**src/rtl/seven_seg_pkg.sv**
```systemverilog
// rtl/seven_seg_pkg.sv - shared seven-segment display constants and code table
package seven_seg_pkg;

    localparam int NIB_W = 4;
    localparam int SEG_W = 7;

    typedef logic [SEG_W-1:0] seg_t;

    // Segment bit positions within a digit: {g,f,e,d,c,b,a}
    localparam int SEG_A = 0;
    localparam int SEG_B = 1;
    localparam int SEG_C = 2;
    localparam int SEG_D = 3;
    localparam int SEG_E = 4;
    localparam int SEG_F = 5;
    localparam int SEG_G = 6;

    // Active-low: every segment dark
    localparam seg_t SEG_BLANK = 7'h7F;

    localparam seg_t SEG_CODE [16] = '{
        7'h40, 7'h79, 7'h24, 7'h30, 7'h19, 7'h12, 7'h02, 7'h78,
        7'h00, 7'h10, 7'h08, 7'h03, 7'h46, 7'h21, 7'h06, 7'h0E
    };

endpackage

```
**src/rtl/seven_seg_decode.sv**
```systemverilog
// rtl/seven_seg_decode.sv - combinational nibble to active-low segment code
module seven_seg_decode
    import seven_seg_pkg::*;
(
    input  logic [NIB_W-1:0] nibble_i,
    input  logic             off_i,
    output logic [SEG_W-1:0] seg_o
);

    always_comb begin
        seg_o = SEG_CODE[nibble_i];
        if (off_i) begin
            seg_o = SEG_BLANK;
        end
    end

endmodule

```
**src/rtl/seven_seg.sv**
```systemverilog
// rtl/seven_seg.sv - registered multi-digit hex seven-segment driver
module seven_seg
    import seven_seg_pkg::*;
#(
    parameter int DIGITS     = 6,
    parameter bit ACTIVE_LOW = 1'b1
) (
    input  logic                  clk,
    input  logic                  reset,
    input  logic [4*DIGITS-1:0]   IN,
    input  logic [DIGITS-1:0]     OFF,
    output logic [7*DIGITS-1:0]   OUT
);

    // Blank pattern in the output polarity of this build
    localparam logic [7*DIGITS-1:0] DARK = ACTIVE_LOW ? {DIGITS{SEG_BLANK}}
                                                      : {DIGITS{~SEG_BLANK}};

    logic [7*DIGITS-1:0] code_al;
    logic [7*DIGITS-1:0] out_d;
    logic [7*DIGITS-1:0] out_q;

    for (genvar i = 0; i < DIGITS; i++) begin : g_digit
        seven_seg_decode u_decode (
            .nibble_i (IN[NIB_W*i +: NIB_W]),
            .off_i    (OFF[i]),
            .seg_o    (code_al[SEG_W*i +: SEG_W])
        );
    end

    always_comb begin
        out_d = ACTIVE_LOW ? code_al : ~code_al;
    end

    always_ff @(posedge clk) begin
        if (reset) begin
            out_q <= DARK;
        end else begin
            out_q <= out_d;
        end
    end

    assign OUT = out_q;

endmodule

```
**config.mk**
```make
export PLATFORM = sky130hd
export DESIGN_NAME = seven_seg
export DESIGN_NICKNAME = d
export VERILOG_FILES = /design/src/rtl/seven_seg_pkg.sv /design/src/rtl/seven_seg_decode.sv /design/src/rtl/seven_seg.sv
export SDC_FILE = /design/constraint.sdc
export NUM_CORES = 1
export LEC_CHECK = 0
export CAP_MARGIN = 30
export CORE_MARGIN = 2
export CORE_UTILIZATION = 33
export DETAILED_ROUTE_END_ITERATION = 12
export GPL_TIMING_DRIVEN = 0
export PLACE_DENSITY = 0.7
export SYNTH_ARGS = -nofsm -noshare
export SYNTH_HDL_FRONTEND = slang
export SYNTH_SLANG_ARGS = --single-unit
```
**constraint.sdc**
```tcl
create_clock -name clk -period 1.25 [get_ports clk]
set_input_delay 0.125 -clock clk [delete_from_list [all_inputs] [get_ports clk]]
set_output_delay 0.125 -clock clk [all_outputs]
set_load 0.02 [all_outputs]
```
# After elaboration in Yosys (flattened, before gate mapping)
# Memory sizes are Yosys's and may differ from the RTL's. A register that Yosys moved wholly into a read port is not among the register bits.
# Index checks and enable logic that the tools add are counted.
dict set report totals {
  reg_bits 0
  rom_bits 672
  in_bits 32
  memories 6
}
# name depth width read_ports rd_ports_with_merged_regs write_ports line_no
set mem_list {}
lappend mem_list {{(name not given)} 16 7 1 1 0 seven_seg_decode.sv:11} ;# seg_o = SEG_CODE[nibble_i];
lappend mem_list {{(name not given)} 16 7 1 1 0 seven_seg_decode.sv:11}
lappend mem_list {{(name not given)} 16 7 1 1 0 seven_seg_decode.sv:11}
lappend mem_list {{(name not given)} 16 7 1 1 0 seven_seg_decode.sv:11}
lappend mem_list {{(name not given)} 16 7 1 1 0 seven_seg_decode.sv:11}
lappend mem_list {{(name not given)} 16 7 1 1 0 seven_seg_decode.sv:11}
dict set report classes {
  bitwise 6
  n_reduce_logical 6
}
# op count
set ops {}
lappend ops {{4-bit inverter with 5-bit output} 6}
lappend ops {{2-bit OR reduction} 6}

# Depth between registers and ports, before layout
# Gate-level depths: netlist (run 1).
dict set report depth {
  depth_word 1
  depth_mapped 5
  ltp_nobuf 5
}

# Hierarchy
# From an unflattened synthesis (run 1), not the netlist that was laid out.
dict set report unflattened {
  cells_unflattened 302
  area_unflattened_um2 2920.3
}
# module instances cells_each area_per_inst_um2
set modules_own_cells {}
lappend modules_own_cells {{seven_seg_decode at g_digit[1].u_decode ...} 5 35 299.0}
lappend modules_own_cells {seven_seg 1 88 1148.6}
lappend modules_own_cells {{seven_seg_decode at g_digit[0].u_decode} 1 39 276.5}

# Least setup slack after synthesis (run 1)
# No wires, ideal clock.
dict set report synth_path {
  path_type {input-to-reg}
  startpoint {input IN[17]}
  endpoint {register out_q[34] (netlist: OUT[34])}
  setup_time_ns 0.122
  t_arrival_ns 0.959
  t_required_ns 1.128
  setup_slack_ns 0.169
  cell_stages 4
  cell_sequence {inv_1 -> ha_1 -> mux2_4 -> a221o_1}
}
dict set report synth_between {
  elab_chain_cells 1
}
# element line_no
set synth_lines {}
lappend synth_lines {{start, declared} seven_seg.sv:10} ;# input logic [4*DIGITS-1:0] IN,
lappend synth_lines {{4-bit inverter with 5-bit output (not written as such)} seven_seg_decode.sv:11}
lappend synth_lines {{end, declared} seven_seg.sv:21} ;# logic [7*DIGITS-1:0] out_q;
# Every way passes these cells.

# Worst setup path after layout (run 1)
dict set report layout_path {
  startpoint {input IN[19]}
  endpoint {register out_q[34] (netlist: OUT[34])}
}
# The elaborated chain is that of the path after synthesis.

==> results by group, run 1 <==
Routing
  – Routed len/inst: 12.52 um
  – DRC viols: 0
  – 1st-iter DRT viols: 56
  – Total Wirelength: about 5.5 mm
  – DR vias: approximately 2200
  – Vias per Instance: between 4 and 5
  – Final ANT Viol Nets: 0
  – Pre-antenna DRT Iters: 4

Final layout
  – Final core occ: a little under half
  – Synth-to-layout area growth: 32.61%
  – Layout Cells excl Fill: approximately 440
  – Final net count: roughly 420
  – Number of flip-flops in the largest register: 42
  – Number of antenna diodes: 0
  – Share of layout cells above drive strength 1: ~8%

Setup path
  – Crit path max-delay cell type: clkdlybuf4s50_1
  – Crit. Startpoint: IN[19]
  – WP data arrival: between 1000 and 1500 ps
  – Worst-path cell chain: clkdlybuf4s50_1 -> mux2_4 -> a221o_1
  – Critical path fanouts, max: 5
  – Crit start category: primary input
  – Kind of critical path: primary input to flop
  – Crit path capture: OUT[34]
  – CP max stage delay: ~590 ps
  – Worst EP required: roughly 1400 ps
  – Setup crit end kind: flop

Placed design
  – Pre-CTS WS: -571.5 ps
  – GPL Wtd Cong: 0.8587
  – Buffers on Ports: roughly 70
  – DP HPWL: ~4.4 mm
  – Number of placed instances, taps included: between 400 and 500

CTS
  – CTS clk-pin slew, worst paths: 80 ps
  – CTS tree: built
  – Root buffer cell: clkbuf_8
  – Num CTS Buffers: 5
  – Hold buffer count at cts: 0
  – # Post-CTS Setup Buffers: 0
  – # clock sinks: 42
  – CTS H-tree lvls: 2
  – CTS Buffer Depth: 2

STA
  – Unrepaired setup endpoints after global routing: no
  – Tcrit/Tclk final: 96.73%
  – Crit path time final: between 1000 and 1500 ps
  – Final Hold Slack: roughly 140 ps
  – Rel. slew slack: approximately 70%
  – Final hold vios: 0
  – Fmax: ~830 MHz
  – Setup WS post-layout: 40.84 ps
  – Setup violators final: 0
  – Tightest Pin Transition: 445.8 ps
  – Max-slew violations: 0

Yosys
  – EDFF count, synth: 0
  – Synth Net Count: between 300 and 400
  – Post-synthesis register bit count: 42
  – Yosys top cell area share: between 30% and 40%
  – Synthesis Warnings: 0
  – Leading area contributor after synthesis: dfxtp_1
  – Post-synth top cells: dfxtp_1, ha_1, o211ai_1
  – Top cells by area, synth: dfxtp_1, ha_1, o211ai_1, mux2i_1, nand3_1
  – Cells after synthesis: around 270
  – Yosys cell types: 34
  – Avg Cell Area, Syn: between 9 and 10 um^2
  – Seq/Total Area, Yosys: 33.15%
  – Fraction of registers with async set/reset: 0%
  – Top FF cell, synth: dfxtp_1
  – Synth Cell Area: about 0.0025 mm^2

Status
  – Outcome: complete, no violations

Power and ir drop
  – Worst VDD drop: approximately 0.37 mV
  – Leak: 1.432 nW
  – PwrDens: between 900 and 1000 mW/mm^2
  – Tot Pwr: approximately 3.0 mW

GRT
  – Number of global-route vias before repair: around 2100
  – GRT Util Overall: 13.71%
  – Initial antenna violation count: 0
  – Grt ovf: 0
  – Largest net degree at the start of global routing: 12
  – First-pass GRT wire length: about 9.5 mm

Floorplanning
  – Site Rows: 31
  – Die Y: between 90 and 100 um
  – Initial Util: about 35%
  – I/O pin cnt: 74
  – CORE AREA: approximately 0.0073 mm^2
  – DIE AREA: about 0.0084 mm^2
  – Die W: between 90 and 100 um

Worst hold path
  – Worst hold path type: primary input to flop
  – Min-Delay Startpoint: IN[11]

Job
  – Max_cap viols: 0
## timing repair
action,CTS,global route
setup endpoints to repair,65,2
endpoints found under the hold margin,0,0
resized for setup,55,4
## logic make-up (layout without fill, tap and decap cells)
kind of cell | count (synthesis) | in the layout | share of synthesized area (%)
simple gates | 66 | 66 | 13.12
fa+ha+maj | 42 | 42 | 20.72
buf+inv | 30 | 105 | 5.229
compound gates | 68 | 68 | 19.04
mux | 21 | 21 | 8.732
flops | 42 | 42 | 33.15
## metrics by stage
| step | setup TNS (ps) | cell area (um^2) |
|---|---|---|
| floorplan | 0 | 2536 |
| global placement | -12360 | 3351 |
| detailed placement | -13350 | 3351 |
| CTS | 0 | 3366 |
| global route | 0 | 3363 |
| finish | 0 | 3363 |
## power breakdown
| group | switching (mW) | leakage [nW] | internal [mW] | total (mW) |
|---|---|---|---|---|
| sequential | 0.0156 | 0.348 | 1.42 | 1.43 |
| combinational | 0.425 | 1.04 | 0.312 | 0.737 |
| clock | 0.434 | 0.0431 | 0.426 | 0.860 |
## worst max-delay path, delay by kind of cell
kind | cells | cell delay (ps)
mux | 1 | 320
compound gates | 1 | 350
buf+inv | 1 | 590
## metal layers
| layer | share of wire (%) | vias to the layer above | wire length [um] | track usage [%] |
|---|---|---|---|---|
| met5 | 0 | - | 0 | 0 |
| met4 | 1.2 | 0 | 69 | 4.167 |
| met3 | 6.9 | 6 | 381 | 4.437 |
| met2 | 48 | 63 | 2677 | 23.84 |
| met1 | 44 | 1007 | 2417 | 15.97 |
| li1 | - | 1104 | - | - |
## layout make-up
type | count | area [um^2]
Clock buffer | 6 | 82.58
Timing Repair Buffer | 69 | 619.3
Buffer | 12 | 66.31
Multi-Input combinational cell | 197 | 1563
Inverter | 18 | 67.56
Tap cell | 99 | 123.9
Fill cell | 717 | 3968
Sequential cell | 42 | 840.8
## worst min-delay path by stage
stage / endpoint / slack (ps) / cells past startpoint
6_report: OUT[18] / 140 / 2
5_1_grt: OUT[18] / 150 / 2
4_1_cts: OUT[18] / 130 / 2
3_5_place_dp: OUT[18] / 450 / 2
3_3_place_gp: OUT[18] / 460 / 2
2_1_floorplan: OUT[15] / 230 / 2
## cell usage in the layout, fill, tap and decap left out, types with 4 or more instances in the layout
| cell | instances |
|---|---|
| o31a_1 | 4 |
| a21boi_0 | 5 |
| nor2b_1 | 4 |
| ha_1 | 42 |
| o21ai_0 | 13 |
| nand3_1 | 16 |
| inv_1 | 17 |
| nand2_1 | 15 |
| o311ai_1 | 5 |
| dlygate4sd2_1 | 53 |
| o211ai_1 | 26 |
| nor2_1 | 11 |
| dfxtp_1 | 42 |
| mux2_2 | 5 |
| clkdlybuf4s50_1 | 15 |
| clkbuf_8 | 6 |
| nand2b_1 | 10 |
| buf_2 | 7 |
| mux2i_1 | 15 |
| a211oi_1 | 4 |
No activity file was read; power rests on OpenSTA's default activity.
==> run 2: changes to the inputs <==
PLACE_DENSITY = default   (was 0.7)
==> run 2 against run 1 <==
Via count shrank 0.32%. Clock power shrank 3.3%. Combinational power grew 0.8%. Setup slack is essentially flat. Largest power group unchanged.
==> results by group, run 2 (synthesis results as in run 1) <==
Floorplanning
  – CORE AREA: approximately 0.0073 mm^2
  – I/O pin cnt: 74
  – Initial Util: approximately 35%
  – Die Y: a little over 90 um
  – Site Rows: 31
  – DIE AREA: roughly 0.0084 mm^2
  – Die W: approximately 90 um

Worst hold path
  – Worst hold path type: primary input to flop

Job
  – Max_cap viols: 0

Final layout
  – Share of layout cells above drive strength 1: between 8 and 9%
  – Register area: between 800 and 900 um^2
  – Multi-input gate area: 0.001563 mm^2
  – Synth-to-layout area growth: 32.51%
  – Final net count: 419
  – Number of antenna diodes: 0
  – Layout fillers: approximately 740
  – Number of flip-flops in the largest register: 42
  – Most frequent cells in the layout: dlygate4sd2_1, dfxtp_1, ha_1
  – Most common cell after layout, fill and taps aside: dlygate4sd2_1

Power and ir drop
  – Tot Pwr: 3.008 mW
  – Worst VDD drop: roughly 0.36 mV
  – PwrDens: between 800 and 900 mW/mm^2
  – Leak: approximately 1.4 nW

STA
  – Setup violators final: 0
  – Tightest Pin Transition: approximately 430 ps
  – Tcrit/Tclk final: between 90 and 100%
  – TNS Setup: 0 ps
  – Unrepaired setup endpoints after global routing: yes
  – Max-slew violations: 0
  – Final Hold Slack: about 150 ps
  – Final hold vios: 0
  – Crit path time final: approximately 1200 ps
  – Rel. slew slack: between 70 and 80%
  – Fmax: around 830 MHz

Setup path
  – Critical path fanouts, max: 5
  – Setup crit end kind: flop
  – Kind of critical path: primary input to flop
  – Crit start category: primary input
  – Worst EP required: 1430 ps
  – WP data arrival: roughly 1400 ps

Routing
  – Pre-antenna DRT Iters: 4
  – DRC viols: 0
  – Final ANT Viol Nets: 0
  – Vias per Instance: roughly 4.9
  – Total Wirelength: around 5.7 mm
  – Routed len/inst: about 13 um
  – DR vias: approximately 2200
  – 1st-iter DRT viols: between 80 and 90

CTS
  – CTS Buffer Depth: 2
  – CTS clk-pin slew, worst paths: about 80 ps
  – CTS H-tree lvls: 2
  – Hold buffer count at cts: 0
  – CTS tree: built
  – # clock sinks: 42
  – Num CTS Buffers: 5
  – # Post-CTS Setup Buffers: 0
  – Root buffer cell: clkbuf_8

GRT
  – GRT Util Overall: around 14%
  – Initial antenna violation count: 0
  – Grt ovf: 0
  – First-pass GRT wire length: ~9.7 mm
  – Number of global-route vias before repair: around 2100
  – Largest net degree at the start of global routing: 13

Status
  – Outcome: complete, no violations

Placed design
  – GPL Wtd Cong: slightly below 0.9
  – Buffers on Ports: a little under 70
  – DP HPWL: approximately 4.4 mm
run 2: worst paths after layout:
path / from / end / slack (ps) / cells past startpoint
worst max-delay path: IN[19] / OUT[34] / 40 / 3
worst min-delay path: IN[11] / OUT[18] / 150 / 2
run 2: area by class of cell:
type	instances	area share (%)
Buffer	12	2.122
Sequential cell	42	25.02
Multi-Input combinational cell	197	46.50
Clock buffer	5	2.048
Inverter	18	2.010
Clock inverter	2	0.2978
Tap cell	99	3.686
Timing Repair Buffer	69	18.32
run 2: metrics by stage:
step,std cells,setup WS (ps),instance area [um^2],utilization (%)
after floorplan,269,169.3,2536,-
after global placement,437,-553.1,3351,45.71
after detailed placement,437,-578.0,3351,45.71
after CTS,444,3.182,3362,45.86
after global routing,444,-2.858,3361,45.84
final,444,41.09,3361,45.84
run 2: repair_timing:
action,in CTS,in global routing
gates resized for setup,55,8
pin swaps,0,0
setup endpoints to repair,66,5
run 2: critical path, cell delays in order:
cell             delay (ps)
clkdlybuf4s50_1         590
mux2_4                  320
a221o_1                 350
run 2: power breakdown:
part / internal (mW) / leakage [nW] / switching (mW)
Sequential: 1.42 / 0.348 / 0.0168
Clock: 0.376 / 0.0438 / 0.456
Combinational: 0.314 / 1.04 / 0.429
Total: 2.11 / 1.43 / 0.902
run 2: layer usage:
metal	share of wire, %	routed length, um	global-route usage, %
met1	44	2495	16.31
met2	49	2810	24.94
met3	5.9	335	4.026
met4	0.76	43	3.030
met5	0	0	0
==> run 3: changes to the inputs <==
==> constraint.sdc (replaced) <==
create_clock -name clk -period 1.25 [get_ports clk]
set_input_delay 0.1875 -clock clk [delete_from_list [all_inputs] [get_ports clk]]
set_output_delay 0.1875 -clock clk [all_outputs]
set_load 0.02 [all_outputs]
==> run 3 against run 2 <==
Critical path depth rose by 3. Largest cell class unchanged. Die area did not move. Critical endpoint is now OUT[22]. Global-route usage barely moved. First-iteration DRC count rose by 17%. Flip-flop and latch count did not move.
==> results by group, run 3 (synthesis results as in run 1) <==
Status
  – Outcome: complete, no violations

GRT
  – GRT busiest layer: met2
  – Number of global-route vias before repair: roughly 2100
  – Largest net degree at the start of global routing: 13
  – GR Layer Usage met2: 25.00%
  – Initial antenna violation count: 0
  – Met3 usage: 4.026%
  – Met1 Resource Use GR: between 15 and 20%
  – GRT Util Overall: between 10% and 20%
  – Grt ovf: 0
  – First-pass GRT wire length: slightly below 10 mm

STA
  – Fmax: between 800 and 900 MHz
  – Tightest Pin Transition: 426.3 ps
  – Setup WS post-layout: a little over 40 ps
  – Crit path time final: ~1200 ps
  – Final hold vios: 0
  – TNS Setup: 0 ps
  – Max-slew violations: 0
  – Unrepaired setup endpoints after global routing: no
  – Rel. slew slack: a little under three quarters
  – Setup violators final: 0
  – Tcrit/Tclk final: 96.70%

Final layout
  – Synth-to-layout area growth: 32.86%
  – Share of layout cells above drive strength 1: about a tenth
  – Final core occ: a little under half
  – Final net count: ~420
  – Number of antenna diodes: 0
  – Most frequent cells in the layout: dlygate4sd2_1, dfxtp_1, ha_1
  – Number of flip-flops in the largest register: 42
  – Most common cell after layout, fill and taps aside: dlygate4sd2_1

CTS
  – CTS clk-pin slew, worst paths: about 80 ps
  – CTS H-tree lvls: 2
  – Hold buffer count at cts: 0
  – # clock sinks: 42
  – CTS Buffer Depth: 2
  – Num CTS Buffers: 5
  – # Post-CTS Setup Buffers: 0
  – Root buffer cell: clkbuf_8
  – CTS tree: built

Setup path
  – Crit path max-delay cell type: ha_1
  – Crit start category: primary input
  – Crit. Startpoint: IN[12]
  – Critical path's top delay family: buffers and inverters
  – Worst EP required: about 1400 ps
  – WP data arrival: 1360 ps
  – Critical path buffer and inverter count: 2
  – Setup crit end kind: flop
  – Worst-path cell chain: clkdlybuf4s15_1 -> inv_1 -> ha_1 -> nand2b_1 -> a21boi_0 -> o211ai_1
  – Crit. path cell count: 6
  – CP max stage delay: roughly 320 ps
  – Kind of critical path: primary input to flop
  – Critical path fanouts, max: 6
  – Crit path capture: OUT[22]

Power and ir drop
  – Tot Pwr: between 3 and 4 mW
  – Leak: 1.443 nW
  – PwrDens: 893.6 mW/mm^2
  – Worst VDD drop: 0.3631 mV

Routing
  – Pre-antenna DRT Iters: 4
  – Vias per Instance: 4.914
  – 1st-iter DRT viols: 96
  – DRC viols: 0
  – Total Wirelength: about 5.7 mm
  – Routed len/inst: about 13 um
  – DR vias: 2182
  – Final ANT Viol Nets: 0

Placed design
  – Buffers on Ports: a little under 70
  – Pre-CTS WS: -640.5 ps
  – GPL Wtd Cong: 0.8646
  – DP HPWL: approximately 4.4 mm

Floorplanning
  – Die W: 91.67 um
  – Die Y: approximately 90 um
  – Initial Util: about 35%
  – Site Rows: 31
  – DIE AREA: around 0.0084 mm^2
  – I/O pin cnt: 74
  – CORE AREA: 0.007331 mm^2

Worst hold path
  – Min-Delay Startpoint: IN[5]
  – Worst hold path type: primary input to flop
  – Hold depth: 2

Job
  – Max_cap viols: 0
## run 3: worst min path at each step
stage	endpoint	slack, ps
3_5_place_dp	OUT[18]	520
5_1_grt	OUT[19]	210
2_1_floorplan	OUT[15]	290
3_3_place_gp	OUT[18]	520
6_report	OUT[13]	210
4_1_cts	OUT[18]	210
## run 3: report_power, final
part	internal [mW]	total (mW)	switching, mW
logic	0.315	0.744	0.429
registers	1.42	1.43	0.0168
clock network	0.376	0.834	0.458
## run 3: stage by stage
stage,instance area (um^2),instances,hold WS [ps]
2_1_floorplan,2536,269,290.2
3_3_place_gp,3351,437,519.3
6_report,3369,444,205.4
5_1_grt,3369,444,213.8
3_5_place_dp,3351,437,523.9
4_1_cts,3363,444,208.5
## run 3: layer usage
layer	wire length [um]	share of wire [%]	vias up
met2	2824	50	58
li1	-	-	1103
met1	2472	43	1017
met3	352	6.2	4
met5	0	0	-
met4	44	0.77	0
## run 3: layout make-up
type	count	area [um^2]
multi-input combinational	197	1569
inverter	18	67.56
buffer	12	73.82
clock buffer	5	68.82
sequential	42	840.8
clock inverter	2	10.01
timing repair buffer	69	615.6
fill	739	3961
tap	99	123.9
## run 3: what timing repair did
| action | in CTS | in global routing |
|---|---|---|
| resized for setup | 58 | 21 |
| hold endpoints to repair | 0 | 0 |
| setup endpoints to repair | 69 | 10 |
